**config.mk**
```make
export PLATFORM = sky130hd
export DESIGN_NAME = keypad_scanner
export DESIGN_NICKNAME = d
export VERILOG_FILES = /design/src/rtl/keypad_scanner.sv
export SDC_FILE = /design/constraint.sdc
export NUM_CORES = 1
export LEC_CHECK = 0
export ABC_AREA = 1
export CORE_MARGIN = 2
export CORE_UTILIZATION = 53
export DETAILED_ROUTE_END_ITERATION = 6
export GPL_TIMING_DRIVEN = 0
export PLACE_DENSITY = 0.82
export SYNTH_ARGS = -nofsm -noshare
export SYNTH_HDL_FRONTEND = slang
export SYNTH_SLANG_ARGS = --single-unit
```
**constraint.sdc**
```tcl
create_clock -name clk -period 1.9 [get_ports clk]
set_input_delay 0.38 -clock clk [delete_from_list [all_inputs] [get_ports clk]]
set_output_delay 0.38 -clock clk [all_outputs]
set_load 0.01 [all_outputs]
```
**src/rtl/keypad_scanner.sv**
```systemverilog
// Matrix keypad scanner: one-cold column drive, whole-scan debounce, ghost rejection, press/release/repeat events.
// Events appear 1 cycle after scan_done (2 cycles after the last column sample); no backpressure, pulses are one cycle.
module keypad_scanner #(
   parameter int ROWS           = 4,
   parameter int COLS           = 4,
   parameter int SCAN_DIV       = 50000,
   parameter int DEBOUNCE_SCANS = 10,
   parameter int REPEAT_EN      = 0,
   parameter int REPEAT_DELAY   = 50,
   parameter int REPEAT_RATE    = 10,
   localparam int KW            = $clog2(ROWS*COLS)
) (
   input  logic            clk,
   input  logic            rst,
   input  logic [ROWS-1:0] LINE,
   output logic [COLS-1:0] COLLUMMN,
   output logic [KW-1:0]   key_code,
   output logic            key_valid,
   output logic            key_press,
   output logic            key_release,
   output logic            multi_key
);

   localparam int DW  = (SCAN_DIV > 1) ? $clog2(SCAN_DIV) : 1;
   localparam int CLW = $clog2(COLS);
   localparam int CW  = $clog2(DEBOUNCE_SCANS + 1);
   localparam int RW  = (REPEAT_DELAY > 0) ? $clog2(REPEAT_DELAY + 1) : 1;
   localparam int TW  = (REPEAT_RATE > 0) ? $clog2(REPEAT_RATE + 1) : 1;

   typedef enum logic [1:0] {
      S_IDLE,
      S_DEB,
      S_PRESSED,
      S_REL
   } state_t;

   logic [DW-1:0]   dwell;
   logic [CLW-1:0]  col;
   logic [ROWS-1:0] samp [COLS];
   logic            scan_pend;
   logic            scan_done;
   logic            scan_one;
   logic            scan_multi;
   logic [KW-1:0]   scan_idx;

   logic            seen;
   logic            many;
   logic [KW-1:0]   low_idx;

   assign COLLUMMN = ~(COLS'(1) << col);

   // Row-major walk so the first hit is the lowest row*COLS+col index.
   always_comb begin
      seen    = 1'b0;
      many    = 1'b0;
      low_idx = '0;
      for (int r = 0; r < ROWS; r++) begin
         for (int c = 0; c < COLS; c++) begin
            if (samp[c][r]) begin
               if (seen) begin
                  many = 1'b1;
               end else begin
                  seen    = 1'b1;
                  low_idx = KW'(r*COLS + c);
               end
            end
         end
      end
   end

   always_ff @(posedge clk) begin
      if (rst) begin
         dwell      <= '0;
         col        <= '0;
         scan_pend  <= 1'b0;
         scan_done  <= 1'b0;
         scan_one   <= 1'b0;
         scan_multi <= 1'b0;
         scan_idx   <= '0;
         multi_key  <= 1'b0;
         for (int c = 0; c < COLS; c++) begin
            samp[c] <= '0;
         end
      end else begin
         scan_pend <= 1'b0;
         scan_done <= 1'b0;
         if (dwell == DW'(SCAN_DIV - 1)) begin
            dwell     <= '0;
            samp[col] <= ~LINE;
            if (col == CLW'(COLS - 1)) begin
               col       <= '0;
               scan_pend <= 1'b1;
            end else begin
               col <= col + 1'b1;
            end
         end else begin
            dwell <= dwell + 1'b1;
         end
         if (scan_pend) begin
            scan_done  <= 1'b1;
            scan_one   <= seen & ~many;
            scan_multi <= many;
            scan_idx   <= low_idx;
         end
         if (scan_done) begin
            multi_key <= scan_multi;
         end
      end
   end

   state_t        state, state_n;
   logic [KW-1:0] cand, cand_n;
   logic [CW-1:0] cnt, cnt_n;
   logic [KW-1:0] code_n;
   logic          valid_n;
   logic          press_n;
   logic          rel_n;
   logic [RW-1:0] rep_cnt, rep_n;
   logic [TW-1:0] rate_cnt, rate_n;
   logic          hit_code;

   assign hit_code = scan_one && (scan_idx == key_code);

   always_comb begin
      state_n = state;
      cand_n  = cand;
      cnt_n   = cnt;
      code_n  = key_code;
      valid_n = key_valid;
      press_n = 1'b0;
      rel_n   = 1'b0;
      rep_n   = rep_cnt;
      rate_n  = rate_cnt;
      if (scan_done) begin
         case (state)
            S_IDLE: begin
               if (scan_one) begin
                  cand_n = scan_idx;
                  if (DEBOUNCE_SCANS == 1) begin
                     state_n = S_PRESSED;
                     code_n  = scan_idx;
                     valid_n = 1'b1;
                     press_n = 1'b1;
                     rep_n   = '0;
                     rate_n  = '0;
                     cnt_n   = '0;
                  end else begin
                     state_n = S_DEB;
                     cnt_n   = CW'(1);
                  end
               end
            end
            S_DEB: begin
               if (!scan_one) begin
                  state_n = S_IDLE;
                  cnt_n   = '0;
               end else if (scan_idx == cand) begin
                  if (cnt + 1'b1 == CW'(DEBOUNCE_SCANS)) begin
                     state_n = S_PRESSED;
                     code_n  = cand;
                     valid_n = 1'b1;
                     press_n = 1'b1;
                     rep_n   = '0;
                     rate_n  = '0;
                     cnt_n   = '0;
                  end else begin
                     cnt_n = cnt + 1'b1;
                  end
               end else begin
                  cand_n = scan_idx;
                  cnt_n  = CW'(1);
               end
            end
            S_PRESSED: begin
               if (hit_code) begin
                  // rep_cnt saturates at the delay; rate_cnt then paces the repeats.
                  if (rep_cnt < RW'(REPEAT_DELAY)) begin
                     rep_n = rep_cnt + 1'b1;
                     if (rep_n == RW'(REPEAT_DELAY) && REPEAT_EN != 0) begin
                        press_n = 1'b1;
                     end
                  end else if (rate_cnt == TW'(REPEAT_RATE - 1)) begin
                     rate_n = '0;
                     if (REPEAT_EN != 0) begin
                        press_n = 1'b1;
                     end
                  end else begin
                     rate_n = rate_cnt + 1'b1;
                  end
               end else if (DEBOUNCE_SCANS == 1) begin
                  state_n = S_IDLE;
                  valid_n = 1'b0;
                  rel_n   = 1'b1;
               end else begin
                  state_n = S_REL;
                  cnt_n   = CW'(1);
               end
            end
            S_REL: begin
               if (hit_code) begin
                  state_n = S_PRESSED;
                  cnt_n   = '0;
               end else if (cnt + 1'b1 == CW'(DEBOUNCE_SCANS)) begin
                  state_n = S_IDLE;
                  valid_n = 1'b0;
                  rel_n   = 1'b1;
                  cnt_n   = '0;
               end else begin
                  cnt_n = cnt + 1'b1;
               end
            end
            default: begin
               state_n = S_IDLE;
               cnt_n   = '0;
            end
         endcase
      end
   end

   always_ff @(posedge clk) begin
      if (rst) begin
         state       <= S_IDLE;
         cand        <= '0;
         cnt         <= '0;
         key_code    <= '0;
         key_valid   <= 1'b0;
         key_press   <= 1'b0;
         key_release <= 1'b0;
         rep_cnt     <= '0;
         rate_cnt    <= '0;
      end else begin
         state       <= state_n;
         cand        <= cand_n;
         cnt         <= cnt_n;
         key_code    <= code_n;
         key_valid   <= valid_n;
         key_press   <= press_n;
         key_release <= rel_n;
         rep_cnt     <= rep_n;
         rate_cnt    <= rate_n;
      end
   end

endmodule

```
* Yosys cells after proc, flatten, opt, wreduce, memory -nomap -nowiden
Memory sizes are Yosys's and may differ from the RTL's.
Index checks and enable logic that the tools add are counted.
** Word-level totals
- Register bits after elaboration :: 44
- Bits in writable memories :: 16
- Output and inout bits :: 12
- Memories :: 1
** Cells by class
- Add/subtract/negate cells :: 3
- Equality and inequality tests :: 19
- Shift operators :: 1
- Multiplexer cells :: 113
- Bitwise gates (word level) :: 10
- Reduce and logical (&&, ||, !) cells :: 14
** Memories
- samp :: words 4, bits a word 4, read ports 4, clocked after memory_dff 0, wr ports 4, line 39 : logic [ROWS-1:0] samp [COLS];
** Operators with widths (count)
- $mux 4 :: 38
- $mux 1 :: 62
- $mux 2 :: 9
- $add 16x1->16 const B :: 1
- $eq 16x16->1 const B :: 1
- $ne 2x2->1 const B :: 8
- $pmux 4 s4 :: 1
- $reduce_and 5->1 :: 2
- $ne 3x3->1 const B :: 3
- $eq 4x4->1 :: 2
- $not 4->4 :: 2
- $pmux 2 s4 :: 1
- $pmux 4 s2 :: 1
- $reduce_or 4->1 :: 2
- $not 1->1 :: 7
- $reduce_and 7->1 :: 1
- $eq 2x2->1 const B :: 3
- $reduce_and 6->1 :: 1
- $reduce_or 5->1 :: 1
- $add 4x1->4 const B :: 1
- $eq 4x4->1 const B :: 1
- $reduce_bool 2->1 :: 2
- $reduce_or 2->1 :: 2
- $shl 1x2->4 const A :: 1
- 7 further kinds :: 7

* Depth between registers and ports, before layout
An unclocked memory read counts as a cell.
- Depth in word-level cells :: 34
- Depth in mapped cells :: 11
- Gate-level depth less buffers :: 11

* Least setup slack after synthesis
Ideal clock, no wire load.
- Path type :: register -> register
- From :: register dwell[0]
- To :: memory samp[2][0], enable pin
- Arrival time :: 1.560 ns
- Data required time :: 1.592 ns
- Setup slack :: 0.032 ns
- Stages on the path, launching flop included :: 8
- Clock period less this slack :: 1.868 ns
- Path through :: dfxtp_1 > ha_1 > nand2_1 > nor2_1 > nand4_4 > or2_1 > or2_4 > nand2_1
** RTL lines
- from (decl) :: line 37 : logic [DW-1:0] dwell;
- from (signal assigned) :: line 97 : dwell <= dwell + 1'b1;
- to (decl) :: line 39

==> impl_metrics.prom <==
# TYPE chip_impl_metric gauge
chip_impl_metric{name="clkSlewWorstSetupHoldPaths",unit="ns"} 0.06
chip_impl_metric{name="arrival",unit="ns"} 1.89
chip_impl_info{name="worstSetupStartpoint",value="dwell[12]"} 1
chip_impl_metric{name="nFillCells",unit=""} 484
chip_impl_metric{name="post-route-drc-count",unit=""} 0
chip_impl_info{name="worstSetupEndpointType",value="flip-flop"} 1
chip_impl_metric{name="initial_core_utilization",unit="%"} 54.6
chip_impl_metric{name="antenna_left",unit=""} 0
chip_impl_metric{name="cts_htree_levels",unit=""} 3
chip_impl_metric{name="grt_use_total",unit="%"} 21.8
chip_impl_info{name="commonest_cells_post_synth",value="75 x sky130_fd_sc_hd__nand2_1, 65 x sky130_fd_sc_hd__nor2_1, 45 x sky130_fd_sc_hd__inv_1, 44 x sky130_fd_sc_hd__dfxtp_1, 25 x sky130_fd_sc_hd__a21oi_1"} 1
chip_impl_metric{name="postSynthNetCount",unit=""} 403
chip_impl_metric{name="grt_use_met1",unit="%"} 26.4
chip_impl_info{name="timing_worst_setup_path_type",value="flip-flop to flip-flop"} 1
chip_impl_metric{name="port-buffer-count",unit=""} 16
chip_impl_info{name="worst_path_max_delay_cell",value="sky130_fd_sc_hd__dfxtp_1"} 1
chip_impl_metric{name="num_vias",unit=""} 2629
chip_impl_metric{name="cp.required",unit="ns"} 1.95
chip_impl_info{name="tritoncts",value="built"} 1
chip_impl_metric{name="skew",unit="ns"} 0.00887
chip_impl_metric{name="dp.cells",unit=""} 478
chip_impl_metric{name="groute.layer.met3.usage",unit="%"} 4.77
chip_impl_metric{name="power.density_cell_area",unit="nW/um^2"} 694
chip_impl_metric{name="area.growth.synth_to_final",unit="%"} 19.5
chip_impl_metric{name="max-vdd-ir-drop",unit="V"} 0.000508
chip_impl_metric{name="global_route.overflow_total",unit=""} 0
chip_impl_metric{name="num_rows",unit=""} 27
chip_impl_metric{name="layout_setup_ws",unit="ns"} 0.0597
chip_impl_metric{name="detail_route.first_pass.iterations",unit=""} 4
chip_impl_metric{name="vias_per_cell",unit=""} 5.19
chip_impl_metric{name="num_io_pins",unit=""} 18
chip_impl_metric{name="cell_internal_pwr",unit="uW"} 1910
chip_impl_metric{name="setup_viol",unit=""} 0
chip_impl_metric{name="avgRoutedWirePerCell",unit="um"} 12.5
chip_impl_metric{name="grt_pass1_wl",unit="um"} 10500
chip_impl_metric{name="die_h",unit="um"} 79.1
chip_impl_metric{name="maxCapViolations",unit=""} 0
chip_impl_metric{name="clock_sinks",unit=""} 60
chip_impl_info{name="hold_class",value="flip-flop to flip-flop"} 1
chip_impl_metric{name="yosysSeqAreaShare",unit="%"} 45.5
chip_impl_metric{name="setup_total_negative_slack",unit="ns"} 0
chip_impl_metric{name="tightestPinTransition",unit="ns"} 0.603
chip_impl_metric{name="die_ar",unit="sq um"} 6260
chip_impl_metric{name="logic_pwr_share",unit="%"} 4.1
chip_impl_metric{name="core_area",unit="sq um"} 5470
chip_impl_metric{name="ys_warn_count",unit=""} 0
chip_impl_metric{name="max_stage_delay",unit="ns"} 0.35
chip_impl_metric{name="number_of_enable_flip_flop_cells_after_synthesis",unit=""} 16
chip_impl_metric{name="period_share",unit="%"} 96.9
chip_impl_metric{name="ctsLongestPathBuffers",unit=""} 2
chip_impl_metric{name="placement.setup.worst_slack",unit="ns"} -0.138
chip_impl_metric{name="p_clk_share",unit="%"} 41.3
chip_impl_metric{name="grt_antenna_before_repair",unit=""} 0
chip_impl_info{name="yosys.cell_count.top_type",value="sky130_fd_sc_hd__nand2_1"} 1
chip_impl_info{name="most_area_consuming_cells_after_synthesis",value="sky130_fd_sc_hd__dfxtp_1 29%, sky130_fd_sc_hd__edfxtp_1 16%, sky130_fd_sc_hd__nand2_1 9.4%, sky130_fd_sc_hd__nor2_1 8.2%, sky130_fd_sc_hd__inv_1 5.6%"} 1
chip_impl_info{name="result_of_the_run",value="complete, no violations"} 1
chip_impl_info{name="cts_root_buf",value="sky130_fd_sc_hd__clkbuf_8"} 1
chip_impl_metric{name="worst_slew_margin_rel",unit="%"} 59.8
chip_impl_metric{name="async_flop_share",unit="%"} 0
chip_impl_metric{name="maxSlewViolCount",unit=""} 0
chip_impl_metric{name="final_period_minus_worst_setup_slack",unit="ns"} 1.84
chip_impl_metric{name="post_route_cells_drive_above_1_share",unit="%"} 14.5
chip_impl_metric{name="tritoncts.num_buffers",unit=""} 9
chip_impl_metric{name="netSwitchingPower",unit="uW"} 567
chip_impl_metric{name="grt_start_max_net_pins",unit=""} 11
chip_impl_metric{name="post_cts_hold_buffer_count",unit=""} 0
chip_impl_metric{name="power.share.sequential",unit="%"} 54.6
chip_impl_metric{name="fmax",unit="GHz"} 0.543
chip_impl_metric{name="drt_first_iter_violations",unit=""} 118
chip_impl_info{name="grt_busiest_layer",value="met2"} 1
chip_impl_metric{name="syn_inst",unit=""} 390
chip_impl_metric{name="netSwitchingFraction",unit="%"} 22.9
chip_impl_metric{name="drt_wl_total",unit="um"} 6340
chip_impl_metric{name="number_of_synthesized_register_bits",unit=""} 60
chip_impl_info{name="synth_area_leader_cell",value="sky130_fd_sc_hd__dfxtp_1"} 1
chip_impl_info{name="worst_r2r_startpoint",value="dwell[12]"} 1
chip_impl_metric{name="diodes",unit=""} 0
chip_impl_metric{name="layout.core_utilization",unit="%"} 65.3
chip_impl_metric{name="met2_usage",unit="%"} 35.8
chip_impl_metric{name="critical_path_peak_fanout",unit=""} 4
chip_impl_metric{name="insertion_delay",unit="ns"} 0.33
chip_impl_info{name="synth_top_flop_cell",value="sky130_fd_sc_hd__dfxtp_1"} 1
chip_impl_metric{name="detailed_placement_wirelength_estimate",unit="um"} 4410
chip_impl_metric{name="die_w",unit="um"} 79.1
chip_impl_metric{name="finalWeightedCongestion",unit=""} 0.902
chip_impl_metric{name="num-nets-final",unit=""} 443
chip_impl_metric{name="synth_largest_type_area_fraction",unit="%"} 29.5
chip_impl_metric{name="first_global_vias",unit=""} 2404
chip_impl_info{name="critical_path_cell_by_cell",value="inv_2 -> nand4_1 -> nor3b_4 -> nand4_4 -> or2_1 -> or2_4 -> nand2_4"} 1
chip_impl_metric{name="count_of_final_hold_check_violations",unit=""} 0
chip_impl_metric{name="syn_area",unit="sq um"} 2990
chip_impl_metric{name="synthesis.area_per_instance",unit="sq um"} 7.67
chip_impl_metric{name="synth.lib_cells_used.distinct",unit=""} 37
chip_impl_metric{name="layoutNonFillerInstCount",unit=""} 507
chip_impl_info{name="setup.worst_path.start_class",value="flip-flop"} 1
chip_impl_info{name="min-delay-start",value="dwell[0]"} 1
chip_impl_metric{name="p_leak",unit="uW"} 0.00139
critical path, delay by kind of cell, from the launching register on:
family	cells	cell delay, ns
and+or+nand+nor	6	1.15
DFF	1	0.35
buffers and inverters	1	0.07
through the flow:
step	hold WS (ns)	power [uW]	cell area (sq um)
final	0.442	2480	3570
after CTS	0.444	2490	3440
after global routing	0.464	2580	3570
after global placement	0.422	1470	3240
after detailed placement	0.439	1470	3240
after floorplan	0.413	1430	2990
cell usage in the layout (no fill, tap or decap), drive strengths merged, types with 3 or more instances in the layout:
| master | count |
|---|---|
| nor3 | 13 |
| xor2 | 8 |
| o31ai | 3 |
| o21ai | 20 |
| nor2 | 70 |
| a21oi | 25 |
| ha | 7 |
| nand4 | 12 |
| nand3 | 19 |
| clkdlybuf4s50 | 12 |
| buf | 14 |
| dfxtp | 44 |
| nand2 | 77 |
| or2 | 5 |
| clkbuf | 18 |
| edfxtp | 16 |
| dlygate4sd2 | 4 |
| inv | 46 |
| xnor2 | 4 |
sequential cells by signal (all words and copies together), names as in the netlist, 2 cells and up:
signal / count
dwell: 16
samp: 16
cand: 4
cnt: 4
key_code: 4
scan_idx: 4
col: 2
state: 2
layout make-up:
type	instances	area [sq um]	share of cell area, %
Buffer	5	20.0	0.560
Clock buffer	14	163	4.55
Clock inverter	2	10.0	0.280
Inverter	46	173	4.83
Multi-Input combinational cell	279	1490	41.8
Sequential cell	60	1370	38.4
Tap cell	72	90.1	2.52
Timing Repair Buffer	29	253	7.08
worst paths after layout:
kind | slack [ns] | cells after the start | end
setup / recovery | 0.06 | 7 | samp[2][1]
hold / removal | 0.44 | 1 | dwell[0]
setup reg to reg | 0.06 | 7 | samp[2][1]
hold reg to reg | 0.44 | 1 | dwell[0]
repair_timing:
action / in CTS / in global routing
pin swaps: 3 / 7
setup buffers: 1 / 12
gates cloned: 0 / 0
gates resized for setup: 15 / 16
endpoints found under the setup margin: 23 / 17
power groups by stage:
stage	Clock [uW]	Sequential [uW]	Combinational (uW)
2_1_floorplan	0	1370	59.9
3_3_place_gp	0	1380	88.5
3_5_place_dp	0	1380	89.8
4_1_cts	1040	1350	91.6
5_1_grt	1110	1350	115
6_report	1020	1350	101
kinds of logic (layout without fill, tap and decap cells):
group | after synthesis | in the layout | synth area share [%]
xor gates and xnor gates | 12 | 12 | 3.51
and+or+nand+nor | 201 | 201 | 30.7
adders and majority gates | 7 | 7 | 2.93
AOI/OAI and AO/OA | 59 | 59 | 10.9
buffers and inverters | 51 | 96 | 6.40
DFF | 60 | 60 | 45.5
routing by layer:
layer  routed length (um)  part of all wire [%]
met5                    0                     0
met4                   93                   1.5
met3                  227                   3.6
met2                 3200                    50
met1                 2820                    44
Power figures use the tool's default switching activity.
==> edit (same settings) <==
Re-encode `state_t` (4 states) as one-hot, 4 bits wide.
--- a/src/rtl/keypad_scanner.sv
+++ b/src/rtl/keypad_scanner.sv
@@ -28,9 +28,9 @@
    localparam int TW  = (REPEAT_RATE > 0) ? $clog2(REPEAT_RATE + 1) : 1;
 
-   typedef enum logic [1:0] {
-      S_IDLE,
-      S_DEB,
-      S_PRESSED,
-      S_REL
+   typedef enum logic [3:0] {
+      S_IDLE    = 4'b0001,
+      S_DEB     = 4'b0010,
+      S_PRESSED = 4'b0100,
+      S_REL     = 4'b1000
    } state_t;
 
Behaviour: same outputs for any inputs over 10 cycles, from zero or initial values and one cycle with rst high; not proved beyond that.
==> edit against the unedited design <==
  * Critical path depth stayed put
  * Utilization fell by 1.2 points
  * Sequential cell count increased by 2
  * Routed wire length grew 6.0%
  * Worst setup slack improved by 0.044 ns
  * Total power is 1.0% higher
  * Highest routed layer unchanged
  * Synthesized area up 9.8%
  * Count of clock-buffer cells in the layout shrank 1
  * Worst hold slack better by 0.013 ns
  * Die area grew 9.3%
  * Cell area rose by 6.9%
==> edit: results (changes against the unedited design) <==
[clock_network]
clk_pin_slew_ns=0.06  ; about the same
clock_latency_ns=0.34
numCtsBuffers=9  ; unchanged
clockBufferDepth=2  ; unchanged
cts_root_buffer=clkbuf_8
h-tree-depth=3  ; unchanged

[critical_path]
cp.arrival_ns=1.86  ; -0.03 ns
worst-r2r-cell-count=7  ; unchanged
path_max_fanout=5  ; +1

[hold_path]
hold_path_class=reg2reg
holdPathStages=1  ; unchanged

[route]
via_per_inst=5.180  ; about the same
drt_first_pass_iters=5  ; +1
drt_wl_total_um=6727  ; +6.0%
drc=0  ; unchanged
drt_iter0_drc=187  ; +58%

[placed_design]
numPortBuffers=17  ; +1
gp_congestion=0.8684  ; -3.7%
dpl_cell_area_mm2=0.003547  ; +9.5%
dp_hpwl_um=4762  ; +8.0%

[synthesis]
synthArstFlopShare_pct=0  ; unchanged
yosys_warnings=0  ; unchanged
ys_seq_area_share_pct=42.68  ; -2.8 points
ys_top_cells_by_count=106 x nand2_1, 60 x inv_1, 60 x nor2_1
yosys-top-cells-area=dfxtp_1 28%, edfxtp_1 15%, nand2_1 12%, inv_1 6.9%, nor2_1 6.9%
synth_cell_type_count=39  ; +5.4%
synth_edf_count=16  ; unchanged
syn_nets=461  ; +14%

[sta]
relSlewSlack_pct=66.71  ; +6.9 points
clock-skew-final_ns=0.004056  ; -0.004810 ns

[global_routing]
grt_max_degree=11  ; unchanged
antenna_found_initial=0  ; unchanged
grt_pass1_vias=2643  ; +9.9%
grt_usage_pct=21.55  ; -0.22 points
grt_first_pass_wirelength_um=11280  ; +7.5%

[final_layout]
fillers=513  ; +6.0%
area_growth_syn_to_layout_pct=16.27
fin_nets=494  ; +12%
drive_gt1_share_pct=14.43  ; -0.050 points
reg.largest.list=dwell: 16 flops, samp: 16 flops
antennaDiodeCount=0  ; unchanged

[outcome]
outcome=complete, no violations

[power_and_ir_drop]
ir_worst_vdd_mv=0.6261  ; +23%
sw_frac_of_total_pct=23.60  ; +0.73 points
leakagePower_nw=1.503  ; +8.2%

-- edit: layout make-up --
cell class              instances  share of cell area [%]
flip-flops and latches         62                   36.87
inverters                      66                   6.490
clock inverters                 2                  0.2622
multi-input cells             316                   43.85
plain buffers                   4                  0.5244
repair buffers                 22                   5.637
well taps                      75                   2.458
clock buffers                  13                   3.900
-- edit: critical path, stage by stage (launching register included) --
cell	delay (ns)
dfxtp_1	0.33
or2_1	0.23
nor4_1	0.26
nand3_2	0.18
nor2_4	0.17
buf_12	0.13
nand3_4	0.09
nand2_4	0.11
-- edit: timing repair --
action                                  CTS  global route
pin swaps                                 1             4
endpoints found under the setup margin   20            34
gates resized for setup                  14            11
setup buffers                             2             3
-- edit: layer usage --
metal / global-route usage (%) / vias up / wire length, um
li1: - / 1511 / -
met1: 27.06 / 1318 / 3105
met2: 35.16 / 60 / 3175
met3: 5.761 / 12 / 342
met4: 8.689 / 0 / 104
met5: 0 / - / 0
-- edit: final timing paths --
kind,start,slack (ns),to
setup reg to reg,dwell[12],0.10,samp[0][3]
hold reg to reg,dwell[0],0.45,dwell[0]
setup / recovery,dwell[12],0.10,samp[0][3]
hold / removal,dwell[0],0.45,dwell[0]
-- edit: cell families after synthesis --
group / Yosys count / share of synthesized area (%)
AO/OA/AOI/OAI: 62 / 10.29
AND/OR/NAND/NOR: 242 / 34.87
XOR/XNOR: 5 / 1.334
flip-flops: 62 / 42.68
buffers and inverters: 70 / 8.156
adder cells (fa/ha/maj): 7 / 2.668
-- edit: power by group through the flow --
stage	clock [W]	sequential, W	combinational [W]
CTS	0.00101	0.00139	0.000106
global route	0.00108	0.00140	0.000124
global placement	0	0.00142	0.0000999
finish	0.000998	0.00140	0.000108
detailed placement	0	0.00142	0.000102
floorplan	0	0.00142	0.0000696
-- edit: metrics by stage --
step                      std cells  power, W  hold slack, ns  setup WS, ns   TNS [ns]
final                           560  0.002503          0.4542        0.1036          0
after global routing            560  0.002600          0.4598     -0.006340   -0.01597
after CTS                       557  0.002510          0.4557     -0.003587  -0.007171
after detailed placement        540  0.001524          0.4451       -0.1588     -1.295
after global placement          540  0.001521          0.4311      -0.08646    -0.3455
after floorplan                 448  0.001486          0.4175        0.1074          0
